$ cat config.mk
export PLATFORM = sky130hd
export DESIGN_NAME = irq_sched
export DESIGN_NICKNAME = d
export VERILOG_FILES = /design/src/rtl/irq_pkg.sv /design/src/rtl/irq_prio_enc.sv /design/src/rtl/irq_sched.sv
export SDC_FILE = /design/constraint.sdc
export NUM_CORES = 1
export LEC_CHECK = 0
export BUFFER_PORTS_ARGS = -buffer_cell sky130_fd_sc_hd__buf_2
export CAP_MARGIN = 25
export CELL_PAD_IN_SITES_DETAIL_PLACEMENT = 1
export CELL_PAD_IN_SITES_GLOBAL_PLACEMENT = 2
export CORE_MARGIN = 2
export CORE_UTILIZATION = 25
export DETAILED_ROUTE_END_ITERATION = 12
export PLACE_DENSITY_LB_ADDON = 0.1
export SLEW_MARGIN = 20
export SYNTH_ARGS = -nofsm -noshare
export SYNTH_HDL_FRONTEND = slang
export SYNTH_HIERARCHICAL = 1
export SYNTH_SLANG_ARGS = --single-unit
$ cat constraint.sdc
create_clock -name clk -period 4.5 [get_ports clk]
set_input_delay 0.45 -clock clk [delete_from_list [all_inputs] [get_ports clk]]
set_output_delay 0.45 -clock clk [all_outputs]
set_load 0.03 [all_outputs]
$ cat src/rtl/irq_pkg.sv
// Shared constants and helpers for the interrupt scheduler.
// Latency: n/a (declarations only).
// Backpressure: n/a.
package irq_pkg;

    localparam int          N_IRQ      = 3;
    localparam int          ID_W       = 2;
    localparam logic [31:0] VEC_BASE   = 32'h0000_1000;
    localparam logic [31:0] VEC_STRIDE = 32'h0000_0010;

    // Handler address of a source; 32-bit arithmetic, wrap-around ignored.
    function automatic logic [31:0] vec_of(
        input logic [31:0] id,
        input logic [31:0] base   = VEC_BASE,
        input logic [31:0] stride = VEC_STRIDE
    );
        return base + id * stride;
    endfunction

endpackage

$ cat src/rtl/irq_prio_enc.sv
// Lowest-index first-one encoder: idx of the lowest set bit of vec, vld when any bit set.
// Latency: purely combinational.
// Backpressure: none.
// Ports: vec (N-bit request vector) -> idx (ID_W, 0 when none set), vld.
module irq_prio_enc #(
    parameter int N    = 3,
    parameter int ID_W = 2
) (
    input  logic [N-1:0]    vec,
    output logic [ID_W-1:0] idx,
    output logic            vld
);

    always_comb begin
        idx = '0;
        vld = |vec;
        // Scan from the top down so the lowest set index wins.
        for (int i = N - 1; i >= 0; i--) begin
            if (vec[i]) begin
                idx = ID_W'(i);
            end
        end
    end

endmodule

$ cat src/rtl/irq_sched.sv
// Interrupt scheduler: latches rising edges into pending, presents the best candidate by fixed priority, tracks nesting.
// Latency: edge latched on the clock that samples the rise; irq_req/irq_id/irq_vec follow the registers combinationally.
// Backpressure: requests stay pending until the CPU asserts take at an instruction boundary; ie masks only irq_req.
// Ports: clk, rst (async active-high); irq_in, ie, take, mret in;
//        irq_req, irq_id, irq_vec, pending, in_service, depth out.
module irq_sched
    import irq_pkg::*;
#(
    parameter int          N_IRQ      = irq_pkg::N_IRQ,
    parameter int          ID_W       = irq_pkg::ID_W,
    parameter logic [31:0] VEC_BASE   = irq_pkg::VEC_BASE,
    parameter logic [31:0] VEC_STRIDE = irq_pkg::VEC_STRIDE
) (
    input  logic             clk,
    input  logic             rst,
    input  logic [N_IRQ-1:0] irq_in,
    input  logic             ie,
    input  logic             take,
    input  logic             mret,
    output logic             irq_req,
    output logic [ID_W-1:0]  irq_id,
    output logic [31:0]      irq_vec,
    output logic [N_IRQ-1:0] pending,
    output logic [N_IRQ-1:0] in_service,
    output logic [ID_W:0]    depth
);

    logic [N_IRQ-1:0] irq_d;
    logic [N_IRQ-1:0] rise;
    logic [ID_W-1:0]  pend_idx;
    logic             pend_vld;
    logic [ID_W-1:0]  top_idx;
    logic             top_vld;
    logic             cand_vld;
    logic             do_take;
    logic             do_mret;
    logic [N_IRQ-1:0] take_mask;
    logic [N_IRQ-1:0] mret_mask;
    logic [N_IRQ-1:0] pending_nxt;
    logic [N_IRQ-1:0] in_service_nxt;
    logic [ID_W:0]    depth_nxt;

    irq_prio_enc #(.N(N_IRQ), .ID_W(ID_W)) u_pend_enc (
        .vec (pending),
        .idx (pend_idx),
        .vld (pend_vld)
    );

    irq_prio_enc #(.N(N_IRQ), .ID_W(ID_W)) u_svc_enc (
        .vec (in_service),
        .idx (top_idx),
        .vld (top_vld)
    );

    assign rise = irq_in & ~irq_d;

    // An empty in_service means top is beyond every index, so any pending source qualifies.
    assign cand_vld = pend_vld & (~top_vld | (pend_idx < top_idx));
    assign irq_req  = ie & cand_vld;
    assign irq_id   = cand_vld ? pend_idx : '0;
    assign irq_vec  = vec_of(32'(irq_id), VEC_BASE, VEC_STRIDE);

    assign do_take   = take & irq_req;
    assign do_mret   = mret & top_vld;
    assign take_mask = do_take ? (N_IRQ'(1) << irq_id) : '0;
    assign mret_mask = do_mret ? (N_IRQ'(1) << top_idx) : '0;

    // Set wins over clear so a fresh edge arriving with its own take is not lost.
    assign pending_nxt    = (pending & ~take_mask) | rise;
    // mret retires the pre-edge top before take installs its bit.
    assign in_service_nxt = (in_service & ~mret_mask) | take_mask;

    always_comb begin
        depth_nxt = depth;
        if (do_take && !do_mret) begin
            depth_nxt = depth + (ID_W+1)'(1);
        end else if (!do_take && do_mret) begin
            depth_nxt = depth - (ID_W+1)'(1);
        end
    end

    always_ff @(posedge clk or posedge rst) begin
        if (rst) begin
            // All-ones so a line already high at reset release is not seen as an edge.
            irq_d      <= '1;
            pending    <= '0;
            in_service <= '0;
            depth      <= '0;
        end else begin
            irq_d      <= irq_in;
            pending    <= pending_nxt;
            in_service <= in_service_nxt;
            depth      <= depth_nxt;
        end
    end

endmodule

==> impl_results.md, run 1 <==
* Status: complete, no violations
* CTS resizes at 0
* Worst clock skew at 0.00734 ns
* Max-cap viol count at 0
* Grt total ovfl at 0
* PwrDens at 674 nW/um^2
* Input/output buffers at 21
* Hold_buf cts at 0
* Post-layout util at 28.1%
* Final WL at 1670 microns
* Lkg Pwr at 0.503 nW
* Syn Std Cell Area at 887 sq um
* Worst path required time at 4.70 ns
* #FFs+latches synth at 12
* CTS tree: built
* Initial antenna violation count at 0
* Worst skew pair latency at 0.27 ns
* Clock period minus final worst setup slack at 2.86 ns
* Flop pwr share at 28.8%
* Area grow syn2layout at 6.63%
* Worst hold path class: primary input to async pin
* Synthesis Warnings at 6
* Crit path depth at 10
* Worst path top cell family by delay: adder cells
* First-pass GRT wire length at 2750 microns
* Clock share of power at 13.3%
* Worst Setup Start Kind: flip-flop
* Worst r2r path cells at 10
* Seq/Total Area, Yosys at 34.3%
* HPWL Detailed at 1400 microns
* Share of layout cells above drive strength 1 at 24.8%
* Peak VDD IR at 235 uV
* Design Area, Final at 946 sq um
* Post-Syn Instances at 97
* WL per Instance at 10.3 microns
* Core area at 3360 sq um
* CP peak stage delay at 0.45 ns
* Synth cell count leaders: 32 x buf_4, 10 x inv_1, 9 x dfrtp_1, 5 x nand2_1, 4 x a211oi_1
* Die area at 4040 sq um
* Via count at 618
* Clock slew at reported path FFs at 0.08 ns
* Iteration-0 DRC Markers at 3
* Final max-slew violation count at 0
* RSZ-0062 raised after global routing: no
* Clock buffer depth at 2
* # fillers at 442
* Syn Area/Cell at 9.15 sq um
* CP Capture Type: flip-flop
* I/O pin total at 52
* Crit Path Class: flip-flop to flip-flop
* Std-Cell Rows at 21
* Crit path DAT at 3.06 ns
* Setup Buffers After CTS at 0
* Tcrit/Tclk final at 63.6%
* Crit Path Max Fanout at 5
* Vias in the first global route at 604
* Net Sw Frac at 51.2%
* Clock sinks at 12
* First drt pass iteration count at 3
* Combinational power share at 57.8%
* Fin. Hold Viols at 0
* Finish-stage setup viols at 0
* Die H at 63.6 microns
* Diode count at 0
* R2r endpoint: depth[2]$_DFFE_PP0P_
* Synth top area share at 27.1%
* Synth area leader: buf_4
* Root buffer cell: clkbuf_4
* Synth async-reset ratio at 100%
* Synth top area cells: buf_4 27%, dfrtp_1 25%, dfstp_2 8.9%, inv_1 4.2%, a211oi_1 3.4%
* Switching power at 0.000326 W
* Initial Util at 26.4%
* Max Fclk at 349 MHz
* TNS Setup at 0 ns
* Largest net degree at the start of global routing at 13
* Cell-internal power at 0.000311 W
* DR vias/cell at 3.79
* RePlAce Congestion at 0.765
* Cell Area, Placed at 910 sq um
* Number of flops mapped to enable cells by yosys at 0
* Post-route ant nets at 0
* GRT Total Usage at 8.81%
* FF-to-FF Start: pending[1]$_DFF_PP0_
* Yosys cell types at 27
* Bufs and invs on worst path at 1
* CP Cell Sequence: nor3b_1 -> ha_1 -> a21o_1 -> a211oi_1 -> ha_1 -> inv_1 -> fa_1 -> xor2_1 -> nor2_1 -> xor2_1
* Most used flip-flop cell after synthesis: dfrtp_1
* Slowest-stage cell, CP: nor3b_1
* DRC Markers at 0
* H-tree depth at 1
* Nets at 129
* R2R Setup Slk at 1.64 ns
* Inserted Clock Buffers at 3
* Die W at 63.6 microns
* Top-count cell post-synth: buf_4
-- state kept, by name (all words and copies together), names as in the netlist --
register / count
pending: 3
irq_d: 3
in_service: 3
depth: 3
-- worst max path at each step --
stage                            startpoint                    to  slack, ns
global route           pending[1]$_DFF_PP0_  depth[2]$_DFFE_PP0P_       1.34
CTS                    pending[1]$_DFF_PP0_  depth[2]$_DFFE_PP0P_       1.59
finish                 pending[1]$_DFF_PP0_  depth[2]$_DFFE_PP0P_       1.64
global placement       pending[1]$_DFF_PP0_  depth[2]$_DFFE_PP0P_       1.66
floorplan           in_service[2]$_DFF_PP0_            irq_vec[4]       1.51
detailed placement     pending[1]$_DFF_PP0_  depth[2]$_DFFE_PP0P_       1.61
-- worst reg2reg max path, delay by kind of cell, from the launching register on --
family,cells,cell delay (ns)
DFF,1,0.43
buffers and inverters,1,0.06
AOI/OAI and AO/OA,2,0.50
and+or+nand+nor,2,0.56
xor gates and xnor gates,2,0.30
adders and majority gates,3,0.94
-- cell type report --
type / instances / area [sq um] / area share (%)
Multi-Input combinational cell: 70 / 405 / 42.9
Sequential cell: 12 / 304 / 32.1
Inverter: 10 / 37.5 / 3.97
Clock buffer: 4 / 36.3 / 3.84
Tap cell: 46 / 57.6 / 6.08
Timing Repair Buffer: 21 / 105 / 11.1
-- logic make-up (layout without fill, tap and decap cells) --
group,Yosys count,count (layout),synth area share (%)
AND/OR/NAND/NOR,20,20,13.1
buffers and inverters,43,35,31.9
XOR/XNOR,3,3,2.96
other,2,30,0.847
AO/OA/AOI/OAI,13,13,10.6
adder cells (fa/ha/maj),3,3,5.08
flip-flops,12,12,34.3
multiplexers,1,1,1.27
-- metal layers --
metal  vias to the layer above  global-route usage (%)  part of all wire [%]
met2                        27                    14.3                    46
met1                       293                    11.0                    45
met4                         0                    4.08                   1.4
li1                        294                       -                     -
met3                         4                    1.96                   7.0
met5                         -                       0                     0
-- power groups by stage --
stage	registers, W	logic [W]	clock network [W]
after floorplan	0.000247	0.000247	0
after global placement	0.000186	0.000369	0
after detailed placement	0.000186	0.000372	0
after CTS	0.000184	0.000375	0.0000894
after global routing	0.000193	0.000407	0.0000956
final	0.000184	0.000369	0.0000850
-- placed cells by master (no fill, tap or decap), drive strengths merged, types with 3 or more instances in the layout --
| master | count |
|---|---|
| conb | 30 |
| buf | 21 |
| inv | 10 |
| dfrtp | 9 |
| nand2 | 5 |
| a211oi | 4 |
| clkbuf | 4 |
| nand3 | 3 |
| a22o | 3 |
| dfstp | 3 |
-- stage by stage --
stage	std cells	worst slack [ns]	total power, W	hold WS, ns
after floorplan	125	1.51	0.000494	0.313
after global placement	159	1.66	0.000555	0.468
after detailed placement	159	1.61	0.000558	0.451
after CTS	163	1.59	0.000649	0.183
after global routing	163	1.34	0.000695	0.185
final	163	1.64	0.000638	0.172
(Power assumes the default switching activity.)
==> inputs of run 2 (changes only) <==
- CORE_UTILIZATION: 25 -> 23
- clock period: 4.5 -> 2.7 ns (I/O delays scaled with it)
==> run 2 against run 1 <==
Compared with the run above:
- critical endpoint unchanged
- non-clock buffer count grew 13
- sequential power increased by 56%
- largest power group unchanged
- worst hold slack worse by 0.14 ns
- critical path type unchanged
==> impl_results.md, run 2 (synthesized netlist as in run 1, its figures left out) <==
* Grt total ovfl at 0
* Die W at 66.1 microns
* Combinational power share at 61.7%
* Final max-slew violation count at 0
* CP Capture Type: flip-flop
* I/O pin total at 52
* HPWL Detailed at 1540 microns
* Critical Path Start: pending[1]$_DFF_PP0_
* Crit path to: depth[2]$_DFFE_PP0P_
* R2R Setup Slk at 0.16 ns
* DR vias/cell at 3.78
* Switching power at 0.000587 W
* WL per Instance at 10.6 microns
* Die area at 4370 sq um
* Crit Path Class: flip-flop to flip-flop
* Worst skew pair latency at 0.24 ns
* Crit Path Max Fanout at 3
* Share of layout cells above drive strength 1 at 36.2%
* CTS tree: built
* Clock sinks at 12
* Clock slew at reported path FFs at 0.05 ns
* DRC Markers at 0
* Clock buffer depth at 2
* Post-route ant nets at 0
* Post-route insts no fill at 178
* R2r endpoint: depth[2]$_DFFE_PP0P_
* Max-cap viol count at 0
* H-tree depth at 1
* Largest net degree at the start of global routing at 13
* Worst Setup Start Kind: flip-flop
* Crit path DAT at 2.70 ns
* Vias in the first global route at 631
* # fillers at 462
* Highest Signal Layer: met4
* Die H at 66.1 microns
* Peak VDD IR at 364 uV
* Core area at 3690 sq um
* Worst clock skew at 0.00283 ns
* Via count at 673
* RePlAce Congestion at 0.742
* Clock period minus final worst setup slack at 2.54 ns
* GRT Total Usage at 9.02%
* Input/output buffers at 21
* First-pass GRT wire length at 2940 microns
* Status: complete, no violations
* Commonest cells after routing, fill and taps aside: 30 x conb_1, 21 x buf_2, 13 x buf_4
* Worst r2r path cells at 10
* Net Sw Frac at 46.8%
* Finish-stage setup viols at 0
* Flop pwr share at 22.9%
* Post-layout util at 29.7%
* Post-placement cell count at 173
* Std-Cell Rows at 22
* Tcrit/Tclk final at 93.9%
* Max Fclk at 394 MHz
* Clock share of power at 15.5%
* Fin. Hold Viols at 0
* WL met2 at 935 microns
* Worst path required time at 2.87 ns
* Root buffer cell: clkbuf_8
* Worst hold path class: primary input to async pin
* Cell-internal power at 0.000667 W
* Iteration-0 DRC Markers at 16
* FF-to-FF Start: pending[1]$_DFF_PP0_
* PwrDens at 1140 nW/um^2
* Design Power at 0.00125 W
* Place WS at -0.150 ns
* Final WL at 1880 microns
* PnR worst setup slack at 0.164 ns
* Nets at 142
* Most common cell after layout, fill and taps aside: conb_1
* Routed wl met3 at 121 microns
* Diode count at 0
* Inserted Clock Buffers at 3
* Lkg Pwr at 0.578 nW
* Area grow syn2layout at 23.4%
* Initial antenna violation count at 0
* First drt pass iteration count at 2
* M1 wire length at 791 microns
* Initial Util at 24.1%
## run 2: cell types whose count changed in the layout (fill, tap and decap cells not counted), moves of 2 or more
cell	previous run	this run
ha_1	2	0
nor3b_1	2	0
clkbuf_4	3	0
buf_4	0	13
nor3b_2	0	2
clkbuf_8	1	4
## run 2: area by class of cell
class | count | area [sq um] | area share (%)
sequential | 12 | 304 | 27.8
timing repair buffer | 34 | 203 | 18.5
inverter | 10 | 37.5 | 3.43
multi-input combinational | 70 | 435 | 39.8
clock buffer | 4 | 55.1 | 5.03
tap | 48 | 60.1 | 5.49
## run 2: what timing repair did
item                                    CTS  global route
resized for setup                         3             2
pin swaps                                 0             4
endpoints found under the setup margin    2             2
setup buffers                             0             1
hold buffers                              0             0
## run 2: worst max-delay path, cell delays in order, from the launching register on
cell and delay (ns):
dfrtp_1 0.38, nor3b_2 0.32, ha_4 0.26, a21o_1 0.18
a211oi_2 0.23, ha_2 0.23, inv_1 0.05, fa_1 0.37
xor2_1 0.15, nor2_1 0.14, xor2_1 0.15
## run 2: worst min path at each step
stage,end,slack (ns),cells past startpoint,from
floorplan,depth[0]$_DFFE_PP0P_,0.13,1,rst
global placement,depth[2]$_DFFE_PP0P_,0.30,2,rst
detailed placement,depth[2]$_DFFE_PP0P_,0.30,2,rst
CTS,depth[2]$_DFFE_PP0P_,0.04,2,rst
global route,depth[2]$_DFFE_PP0P_,0.06,2,rst
finish,pending[0]$_DFF_PP0_,0.03,2,rst
## run 2: routing by layer
layer	track usage (%)	up-vias
li1	-	320
met3	1.87	4
met1	10.7	321
met2	15.3	28
met4	4.59	0
met5	0	-
## run 2: through the flow
stage          cell area, sq um  setup TNS, ns  hold slack, ns
2_1_floorplan               992         -0.227           0.133
3_3_place_gp               1000              0           0.302
3_5_place_dp               1000         -0.223           0.302
4_1_cts                    1070              0          0.0386
5_1_grt                    1090        -0.0160          0.0612
6_report                   1090              0          0.0269
## run 2: power by group through the flow
stage | clock, W | sequential, W | combinational [W]
2_1_floorplan | 0 | 0.000412 | 0.000411
3_3_place_gp | 0 | 0.000284 | 0.000744
3_5_place_dp | 0 | 0.000287 | 0.000752
4_1_cts | 0.000201 | 0.000289 | 0.000767
5_1_grt | 0.000214 | 0.000298 | 0.000848
6_report | 0.000194 | 0.000287 | 0.000773
